[src/rtl/sync_fifo_flex.sv]
// Parametrised single-clock FIFO with almost thresholds, sticky error flags,
// synchronous flush and selectable registered or first-word-fall-through read.
module sync_fifo_flex #(
    parameter int DATA_W   = 8,
    parameter int ADDR_W   = 4,
    parameter int AF_LEVEL = 12,
    parameter int AE_LEVEL = 2,
    parameter int FWFT     = 0
) (
    input  logic              clk,
    input  logic              rst_n,
    input  logic              clr,
    input  logic              wr_en,
    input  logic [DATA_W-1:0] din,
    input  logic              rd_en,
    output logic [DATA_W-1:0] dout,
    output logic              rd_valid,
    output logic              empty,
    output logic              full,
    output logic              almost_empty,
    output logic              almost_full,
    output logic [ADDR_W:0]   count,
    output logic              overflow,
    output logic              underflow
);
    localparam int DEPTH = 1 << ADDR_W;
    localparam logic [ADDR_W:0]   DEPTH_C = (ADDR_W+1)'(DEPTH);
    localparam logic [ADDR_W:0]   AF_C    = (ADDR_W+1)'(AF_LEVEL);
    localparam logic [ADDR_W:0]   AE_C    = (ADDR_W+1)'(AE_LEVEL);
    localparam logic [ADDR_W:0]   CNT_ONE = (ADDR_W+1)'(1);
    localparam logic [ADDR_W-1:0] PTR_ONE = ADDR_W'(1);

    logic [DATA_W-1:0] r_mem [DEPTH];
    logic [ADDR_W-1:0] r_wr_ptr;
    logic [ADDR_W-1:0] r_rd_ptr;
    logic [ADDR_W:0]   r_count;
    logic [DATA_W-1:0] r_dout;
    logic              r_rd_valid;
    logic              r_overflow;
    logic              r_underflow;

    logic w_full;
    logic w_empty;
    logic w_wr_ok;
    logic w_rd_ok;
    logic w_mem_empty;
    logic w_mem_we;
    logic w_rd_adv;
    logic w_load_mem;
    logic w_load_din;

    assign w_full      = (r_count == DEPTH_C);
    assign w_empty     = (r_count == '0);
    assign w_mem_empty = (r_wr_ptr == r_rd_ptr);

    // Accept/steer decode; in FWFT mode the output register holds the head word,
    // so memory never holds more than DEPTH-1 words and equal pointers mean empty.
    always_comb begin
        w_wr_ok    = wr_en && !w_full && !clr;
        w_rd_ok    = rd_en && !w_empty && !clr;
        w_mem_we   = 1'b0;
        w_rd_adv   = 1'b0;
        w_load_mem = 1'b0;
        w_load_din = 1'b0;
        if (FWFT != 0) begin
            if (w_empty) begin
                w_load_din = w_wr_ok;
            end else if (w_rd_ok) begin
                if (w_mem_empty) begin
                    w_load_din = w_wr_ok;
                end else begin
                    w_load_mem = 1'b1;
                    w_rd_adv   = 1'b1;
                    w_mem_we   = w_wr_ok;
                end
            end else begin
                w_mem_we = w_wr_ok;
            end
        end else begin
            w_mem_we   = w_wr_ok;
            w_rd_adv   = w_rd_ok;
            w_load_mem = w_rd_ok;
        end
    end

    // Storage array, intentionally not reset.
    always_ff @(posedge clk) begin
        if (w_mem_we) r_mem[r_wr_ptr] <= din;
    end

    // Pointers, occupancy, output register and sticky error flags.
    always_ff @(posedge clk or negedge rst_n) begin
        if (!rst_n) begin
            r_wr_ptr    <= '0;
            r_rd_ptr    <= '0;
            r_count     <= '0;
            r_dout      <= '0;
            r_rd_valid  <= 1'b0;
            r_overflow  <= 1'b0;
            r_underflow <= 1'b0;
        end else if (clr) begin
            r_wr_ptr    <= '0;
            r_rd_ptr    <= '0;
            r_count     <= '0;
            r_dout      <= '0;
            r_rd_valid  <= 1'b0;
            r_overflow  <= 1'b0;
            r_underflow <= 1'b0;
        end else begin
            if (w_mem_we) r_wr_ptr <= r_wr_ptr + PTR_ONE;
            if (w_rd_adv) r_rd_ptr <= r_rd_ptr + PTR_ONE;
            case ({w_wr_ok, w_rd_ok})
                2'b10:   r_count <= r_count + CNT_ONE;
                2'b01:   r_count <= r_count - CNT_ONE;
                default: r_count <= r_count;
            endcase
            if (w_load_mem) begin
                r_dout <= r_mem[r_rd_ptr];
            end else if (w_load_din) begin
                r_dout <= din;
            end
            r_rd_valid <= w_rd_ok;
            if (wr_en && w_full)  r_overflow  <= 1'b1;
            if (rd_en && w_empty) r_underflow <= 1'b1;
        end
    end

    assign dout         = r_dout;
    assign rd_valid     = (FWFT != 0) ? !w_empty : r_rd_valid;
    assign empty        = w_empty;
    assign full         = w_full;
    assign almost_empty = (r_count <= AE_C);
    assign almost_full  = (r_count >= AF_C);
    assign count        = r_count;
    assign overflow     = r_overflow;
    assign underflow    = r_underflow;
endmodule

[config.mk]
export PLATFORM = sky130hd
export DESIGN_NAME = sync_fifo_flex
export DESIGN_NICKNAME = d
export VERILOG_FILES = /design/src/rtl/sync_fifo_flex.sv
export SDC_FILE = /design/constraint.sdc
export NUM_CORES = 1
export LEC_CHECK = 0
export BUFFER_PORTS_ARGS = -buffer_cell sky130_fd_sc_hd__buf_2
export CAP_MARGIN = 20
export CORE_MARGIN = 5
export CORE_UTILIZATION = 50
export DETAILED_ROUTE_END_ITERATION = 8
export PLACE_DENSITY_LB_ADDON = 0.2
export SYNTH_ARGS = -nofsm -noshare
export SYNTH_HDL_FRONTEND = slang
export SYNTH_SLANG_ARGS = --single-unit
[constraint.sdc]
create_clock -name clk -period 6.5 [get_ports clk]
set_input_delay 0.325 -clock clk [delete_from_list [all_inputs] [get_ports clk]]
set_output_delay 0.325 -clock clk [all_outputs]
set_load 0.005 [all_outputs]
==> results.toml, run 1 <==
[final_layout]
final_common_cell = "edfxtp_1"
final_cell_mix = "edfxtp_1, nor2_1, mux4_2, buf_2, dfrtp_1"
diodes = 0
nets = 406
synthToLayoutAreaGrowth_pct = 15.39
design_area_um2 = 7141
drive_gt1_share_pct = 25.81

[logic_synthesis]
synth_area_um2 = 6188
ys_ff_latch = 152
synth_edf_count = 128
netlist_instances = 351
avgSynthCellArea_um2 = 17.63
synth_cell_types = 40
synth_top_area_cell = "edfxtp_1"
ys_async_sr_fraction_pct = 15.79
synth_nets = 371
synth_seq_area_share_pct = 71.82
synth.area.top_cells = "edfxtp_1, mux4_2, dfrtp_1"
yosysWarningCount = 0
synth_top_area_share_pct = 62.11
synth_ff_type = "edfxtp_1"

[global_routing]
busiest_layer = "met2"
use_met2_pct = 25.81
grt_util_met3_pct = 4.755
globalRouteTotalUtil_pct = 17.49
overflow = 0
grt_pass1_vias = 3206
grt_pass1_wl_mm = 18.33
use_met1_pct = 25.14
antenna_found_initial = 0
grt_max_degree = 36

[clocking]
cts_sinks = 152
clockRootBuffer = "clkbuf_16"
path_clk_slew_ns = 0.06
clk_latency_ns = 0.42
cts_buffer_depth = 2
post_cts_buffers = 0
numCtsBuffers = 17
tritoncts = "built"
htreeDepth = 4

[route]
vias = 3174
drc = 0
routed_wl_mm = 11.78
ant_nets = 0
wire_per_inst_um = 20.77
dr.pass1.iters = 4
vias_per_cell = 5.598
first_iter_violations = 294

[sta]
setup_viol = 0
rsz0062_at_grt = "false"
fin_crit_sh_pct = 41.19
finalSetupTns_ns = 0
fin_worst_skew_ns = 0.009071
relSlewSlack_pct = 42.40
fmax_mhz = 373.5
worst_pin_slew_ns = 0.8640
finalHoldViolations = 0
finalCriticalPeriod_ns = 2.677
slew_violations = 0

[run]
maxCapViolations = 0

[floorplanning]
core_area_um2 = 12060
die_area_um2 = 14700
initial_core_util_pct = 51.31
rows = 40
io_pins = 33
die_h_um = 121.3
die_w_um = 121.3

[setup_path]
worst_path_max_delay_cell = "or4_1"
cp_max_fo = 12
critPathRequiredTime_ns = 6.84
end_kind = "register"
cp_cell_sequence = "or4_1 -> nand2_1 -> nand2_1 -> xnor2_1 -> ha_1 -> or4_1 -> a21o_1 -> a21oi_2"
slowest_delay_ns = 0.69
path_delay_family = "simple AND/OR/NAND/NOR gates"
path_class = "reg2reg"
critPathBufInv = 0
cp.arrival_ns = 3.02
setup.worst_path.start_class = "register"

[power]
p_leak_nw = 2.464
peakVddDrop_uv = 203.7
power_density_nw_per_um2 = 380.3

[place]
portBuffers = 32
place.gp.congestion = 0.8208
hpwl_mm = 7.409
placed_area_um2 = 6487

[worst_hold_path]
hold_path.class = "in2reg"

[run_status]
outcome = "finished, final reports clean"
[flip-flops by register name (all words and copies together) (netlist names)]
| register | count |
|---|---|
| overflow | 1 |
| dout | 8 |
| r_rd_ptr | 4 |
| underflow | 1 |
| count | 5 |
| rd_valid | 1 |
| r_wr_ptr | 4 |
| r_mem | 128 |
[metrics by stage]
| step | instances | hold slack (ns) | worst slack (ns) | power, W | utilization [%] |
|---|---|---|---|---|---|
| after floorplan | 351 | 0.02941 | 4.036 | 0.001536 | - |
| after global placement | 534 | 0.3505 | 3.881 | 0.001680 | 53.79 |
| after detailed placement | 534 | 0.3534 | 3.844 | 0.001687 | 53.79 |
| after CTS | 567 | 0.2029 | 3.819 | 0.002740 | 59.20 |
| after global routing | 567 | 0.2357 | 3.622 | 0.002834 | 59.20 |
| final | 567 | 0.2251 | 3.823 | 0.002716 | 59.20 |
[worst min-delay path, cell delays in order]
cell and delay [ns]:
buf_2 0.13, a21oi_1 0.07, nor2_1 0.07
[logic make-up after synthesis]
group           share of synthesized area (%)
compound gates                          6.025
xor+xnor                                1.274
fa+ha+maj                               1.415
buf+inv                                 1.678
flops                                   71.82
mux                                     11.81
simple gates                            5.985
[per-layer routing]
metal	up-vias	part of all wire (%)
met3	6	6.0
met1	1621	45
met4	0	0.71
met2	86	49
met5	-	0
li1	1461	-
[cell usage after synthesis (2+ instances only)]
library cell and instances:
buf_1 2, edfxtp_1 128, a22o_1 8, inv_1 4, o211ai_1 2, a21oi_1 8
buf_4 2, or4_1 2, nor2b_1 4, xnor2_1 5, nor2_1 36, a22oi_1 16
nand4_1 3, dfrtp_1 24, xor2_1 4, or3_1 2, and2_1 2, o21ai_0 4
buf_2 7, nand2_1 20, nand3_1 4, mux4_2 32, clkbuf_1 7, a21o_1 3
ha_1 7
[power breakdown]
part / total (W) / switching, W / internal (W) / leakage [nW]
logic: 0.000483 / 0.000246 / 0.000237 / 0.683
registers: 0.00118 / 0.0000705 / 0.00111 / 1.48
clock network: 0.00105 / 0.000369 / 0.000686 / 0.307
[final timing paths]
path,start,to,slack [ns],cells after the start
min in group asynchronous,rst_n,dout[4],0.45,2
worst max-delay path,count[2],count[2],3.82,8
worst min-delay path,wr_en,overflow,0.23,3
max in group asynchronous,rst_n,r_rd_ptr[1],5.64,2
worst min register to register,dout[6],dout[6],0.49,1
worst max register to register,count[2],count[2],3.82,8
[layout make-up]
type,instances,area (um^2)
Clock buffer,18,439.2
Clock inverter,14,203.9
Fill cell,922,4921
Inverter,4,15.01
Multi-Input combinational cell,176,1640
Sequential cell,152,4447
Tap cell,168,210.2
Timing Repair Buffer,35,185.2
[timing repair]
item	in CTS	in global routing
hold buffers	1	0
gates resized for setup	0	0
hold endpoints to repair	24	0
Power figures use the tool's default switching activity.
==> run 2: changes to the inputs <==
==> constraint.sdc (replaced) <==
create_clock -name clk -period 2.3 [get_ports clk]
set_input_delay 0.115 -clock clk [delete_from_list [all_inputs] [get_ports clk]]
set_output_delay 0.115 -clock clk [all_outputs]
set_load 0.005 [all_outputs]
==> results.toml, run 2 (synthesized netlist as in run 1, its figures left out) <==
[route]
dr.pass1.iters = 4
vias = 3348
drc = 0
routed_wl_mm = 12.11
first_iter_violations = 206
wire_per_inst_um = 20.19
vias_per_cell = 5.580
ant_nets = 0

[sta]
fin_crit_sh_pct = 99.68
fin_worst_skew_ns = 0.006871
relSlewSlack_pct = 56.84
finalHoldViolations = 0
finalSetupTns_ns = 0
setup_viol = 0
worst_pin_slew_ns = 0.6473
setup_slack_ns = 0.007442
slew_violations = 0
finalCriticalPeriod_ns = 2.293
fmax_mhz = 436.2
rsz0062_at_grt = "true"

[global_routing]
overflow = 0
grt_pass1_vias = 3406
globalRouteTotalUtil_pct = 17.79
grt_max_degree = 36
grt_pass1_wl_mm = 19.21
antenna_found_initial = 0

[setup_path]
end_kind = "register"
setup.worst_path.start_class = "register"
r2r_start = "count[0]"
critPathRequiredTime_ns = 2.63
cp.arrival_ns = 2.63
crit_path_start = "count[0]"
path_class = "reg2reg"
rrSetupSlack_ns = 0.007
cp_max_fo = 4

[final_layout]
drive_gt1_share_pct = 32.41
design_area_um2 = 7405
nets = 439
diodes = 0
final_cell_mix = "edfxtp_1, nor2_1, mux4_2, buf_2, buf_4"
largest_register_ffs = 128
regMostFlops = "r_mem"
fillers = 867
synthToLayoutAreaGrowth_pct = 19.65
final_common_cell = "edfxtp_1"
instances_no_fill = 600

[place]
placed_area_um2 = 6756
place.gp.congestion = 0.8650
portBuffers = 32
dp_worst_setup_slack_ns = 0.04962
post-place-cells = 565
hpwl_mm = 7.951

[floorplanning]
initial_core_util_pct = 51.31
rows = 40
die_h_um = 121.3
core_area_um2 = 12060
io_pins = 33
die_area_um2 = 14700
die_w_um = 121.3

[power]
p_int_w = 0.005759
power_density_nw_per_um2 = 1046
peakVddDrop_uv = 643.4
seqPwrFrac_pct = 41.5
swShare_pct = 25.62
comb_power_share_pct = 21.8
finalPower_w = 0.007742
p_leak_nw = 2.626
net-switching-power_w = 0.001983
pwr-share-clk_pct = 36.7

[clocking]
cts_buffer_depth = 2
htreeDepth = 4
tritoncts = "built"
numCtsBuffers = 17
clockRootBuffer = "clkbuf_16"
cts_sinks = 152
clk_latency_ns = 0.42
path_clk_slew_ns = 0.06

[run_status]
outcome = "finished, final reports clean"

[run]
maxCapViolations = 0

[worst_hold_path]
worstHoldStart = "wr_en"
hold_path.class = "in2reg"
-- run 2: cell types whose count changed in the layout (fill, tap and decap cells not counted), moves of 2 or more --
cell and change:
buf_12 +2, nand2_2 +2, buf_4 +28, nand2_1 -2, buf_6 +2
-- run 2: critical path, cell delays in order (launching register included) --
cell,delay [ns]
dfrtp_2,0.40
or4_4,0.52
nand2_2,0.08
nand2_2,0.06
xnor2_1,0.13
ha_2,0.21
or3_1,0.32
a21oi_2,0.17
buf_4,0.12
nand4_1,0.09
o211ai_1,0.10
-- run 2: power by group through the flow --
stage / registers, W / logic [W] / clock network [W]
final: 0.00321 / 0.00169 / 0.00284
after global routing: 0.00323 / 0.00184 / 0.00300
after detailed placement: 0.00327 / 0.00167 / 0
after CTS: 0.00321 / 0.00168 / 0.00288
after global placement: 0.00326 / 0.00165 / 0
after floorplan: 0.00329 / 0.00110 / 0
-- run 2: path summary, 6_finish.rpt --
check                                 to  cells after the start
max in group asynchronous       count[0]                      2
worst min-delay path            overflow                      3
min in group asynchronous       rd_valid                      2
worst max register to register  count[4]                     10
worst max-delay path            count[4]                     10
worst min register to register   dout[5]                      1
-- run 2: final cells by class --
type	count	area (um^2)	area share, %
clock buffer	17	425.4	5.745
clock inverter	15	182.7	2.467
inverter	4	15.01	0.2028
multi-input combinational	176	1655	22.36
sequential	152	4448	60.07
tap	168	210.2	2.839
timing repair buffer	68	467.9	6.320
-- run 2: per-layer routing --
layer	part of all wire (%)	global-route usage, %	wire length [um]
met1	45	24.67	5409
met2	49	27.89	5904
met3	5.4	4.569	650
met4	1.2	5.672	147
met5	0	0	0
-- run 2: repair_timing --
action,CTS,global route
hold endpoints to repair,26,0
hold buffers,2,0
gates resized for setup,0,4
setup endpoints to repair,0,2
buffers inserted,0,1
-- run 2: per-stage QoR --
stage / utilization [%] / hold WS [ns]
6_report: 61.39 / 0.01537
5_1_grt: 61.39 / 0.02522
4_1_cts: 61.22 / 0.01066
3_5_place_dp: 56.02 / 0.1319
3_3_place_gp: 56.02 / 0.1242
2_1_floorplan: - / -0.1806
==> run 3: changes to the inputs <==
--- a/config.mk
+++ b/config.mk
@@ -11,6 +11,7 @@
 export CORE_UTILIZATION = 50
 export DETAILED_ROUTE_END_ITERATION = 8
 export PLACE_DENSITY_LB_ADDON = 0.2
+export REMOVE_ABC_BUFFERS = 1
 export SYNTH_ARGS = -nofsm -noshare
 export SYNTH_HDL_FRONTEND = slang
 export SYNTH_SLANG_ARGS = --single-unit
==> results.toml, run 3 (synthesized netlist as in run 1, its figures left out) <==
[final_layout]
largest_register_ffs = 128
nets = 439
regMostFlops = "r_mem"
final_common_cell = "edfxtp_1"
post-route-util_pct = 61.11
fillers = 881
multi_input_area_um2 = 1668
ff_latch_area_um2 = 4446
final_cell_mix = "edfxtp_1, nor2_1, buf_4"
synthToLayoutAreaGrowth_pct = 19.11
diodes = 0
drive_gt1_share_pct = 33.10

[power]
peakVddDrop_uv = 889.7
power_density_nw_per_um2 = 1037
p_leak_nw = 2.615

[setup_path]
path_class = "reg2reg"
rrSetupSlack_ns = -0.00008
cp.arrival_ns = 2.63
crit_top_cell = "nand2_2"
worst_path_max_delay_cell = "or4_4"
critPathBufInv = 0
cp_max_fo = 4
slowest_delay_ns = 0.55
cp_cell_sequence = "or4_4 -> nand2_2 -> nand2_2 -> xnor2_1 -> ha_2 -> or3_4 -> a21oi_2 -> a211o_2 -> nand4b_1 -> o211ai_1"
critPathRequiredTime_ns = 2.63
path_delay_family = "simple AND/OR/NAND/NOR gates"
setup.worst_path.start_class = "register"
end_kind = "register"

[floorplanning]
die_area_um2 = 14700
die_w_um = 121.3
core_area_um2 = 12060
die_h_um = 121.3
rows = 40
io_pins = 33
initial_core_util_pct = 51.31

[sta]
finalHoldViolations = 0
setup_slack_ns = -0.00008327
fin_crit_sh_pct = 100.0
fmax_mhz = 434.8
relSlewSlack_pct = 56.39
finalCriticalPeriod_ns = 2.300
worst_pin_slew_ns = 0.6528
fin_worst_skew_ns = 0.006554
slew_violations = 0
setup_viol = 1
rsz0062_at_grt = "true"
holdWs_ns = 0.03899

[clocking]
cts_sinks = 152
tritoncts = "built"
clockRootBuffer = "clkbuf_16"
numCtsBuffers = 17
cts_buffer_depth = 2
path_clk_slew_ns = 0.06
htreeDepth = 4
clk_latency_ns = 0.42

[global_routing]
grt_pass1_vias = 3416
grt_max_degree = 36
overflow = 0
globalRouteTotalUtil_pct = 18.40
grt_pass1_wl_mm = 19.46
antenna_found_initial = 0

[route]
first_iter_violations = 360
vias_per_cell = 5.647
drc = 0
ant_nets = 0
vias = 3388
dr.pass1.iters = 5
routed_wl_mm = 12.60
wire_per_inst_um = 21.00

[run]
maxCapViolations = 0

[place]
hpwl_mm = 8.052
dp_worst_setup_slack_ns = -0.01758
place.gp.congestion = 0.8787
portBuffers = 32

[run_status]
outcome = "finished with violations"
violations = "setup timing"

[worst_hold_path]
hold_path.class = "in2reg"
[run 3: worst paths after layout]
| kind | startpoint | end | depth (start not counted) |
|---|---|---|---|
| max | count[1] | count[4] | 10 |
| min | wr_en | overflow | 3 |
| max reg2reg | count[1] | count[4] | 10 |
| min reg2reg | dout[3] | dout[3] | 1 |
| max in group asynchronous | rst_n | r_rd_ptr[0] | 2 |
| min in group asynchronous | rst_n | dout[5] | 2 |
[run 3: stage by stage]
stage	power [W]	std cells	area (um^2)	TNS (ns)
finish	0.007645	600	7371	-0.00008327
global route	0.007989	600	7371	-0.1397
CTS	0.007664	599	7342	0
detailed placement	0.004906	566	6739	-0.01758
global placement	0.004887	566	6739	0
floorplan	0.004282	332	6100	-2.939
[run 3: final cells by class]
class | count | area share, %
clock buffer | 18 | 5.822
clock inverter | 14 | 2.139
inverter | 4 | 0.2037
multi-input combinational | 176 | 22.63
sequential | 152 | 60.31
tap | 168 | 2.852
timing repair buffer | 68 | 6.043
[run 3: timing repair]
item	CTS	global route
hold endpoints to repair	24	0
gates resized for setup	2	6
setup endpoints to repair	2	114
setup buffers	0	1
pin swaps	0	2
hold buffers	1	0
[run 3: where the power goes]
group / switching (W) / leakage, nW / internal (W) / total [W]
registers: 0.0000854 / 1.48 / 0.00313 / 0.00322
clock network: 0.00105 / 0.279 / 0.00169 / 0.00274
logic: 0.000872 / 0.859 / 0.000820 / 0.00169
total: 0.00201 / 2.61 / 0.00564 / 0.00764
[run 3: routing by layer]
layer  track usage [%]  share of wire, %  vias to the layer above
li1                  -                 -                     1522
met1             25.53                43                     1745
met2             27.93                49                      105
met3             5.221               6.7                       16
met4             6.933               1.4                        0
met5                 0                 0                        -
[run 3: tightest hold or removal path: stages]
cell and delay, ns:
buf_2 0.14, a21oi_1 0.07, nor2_1 0.08
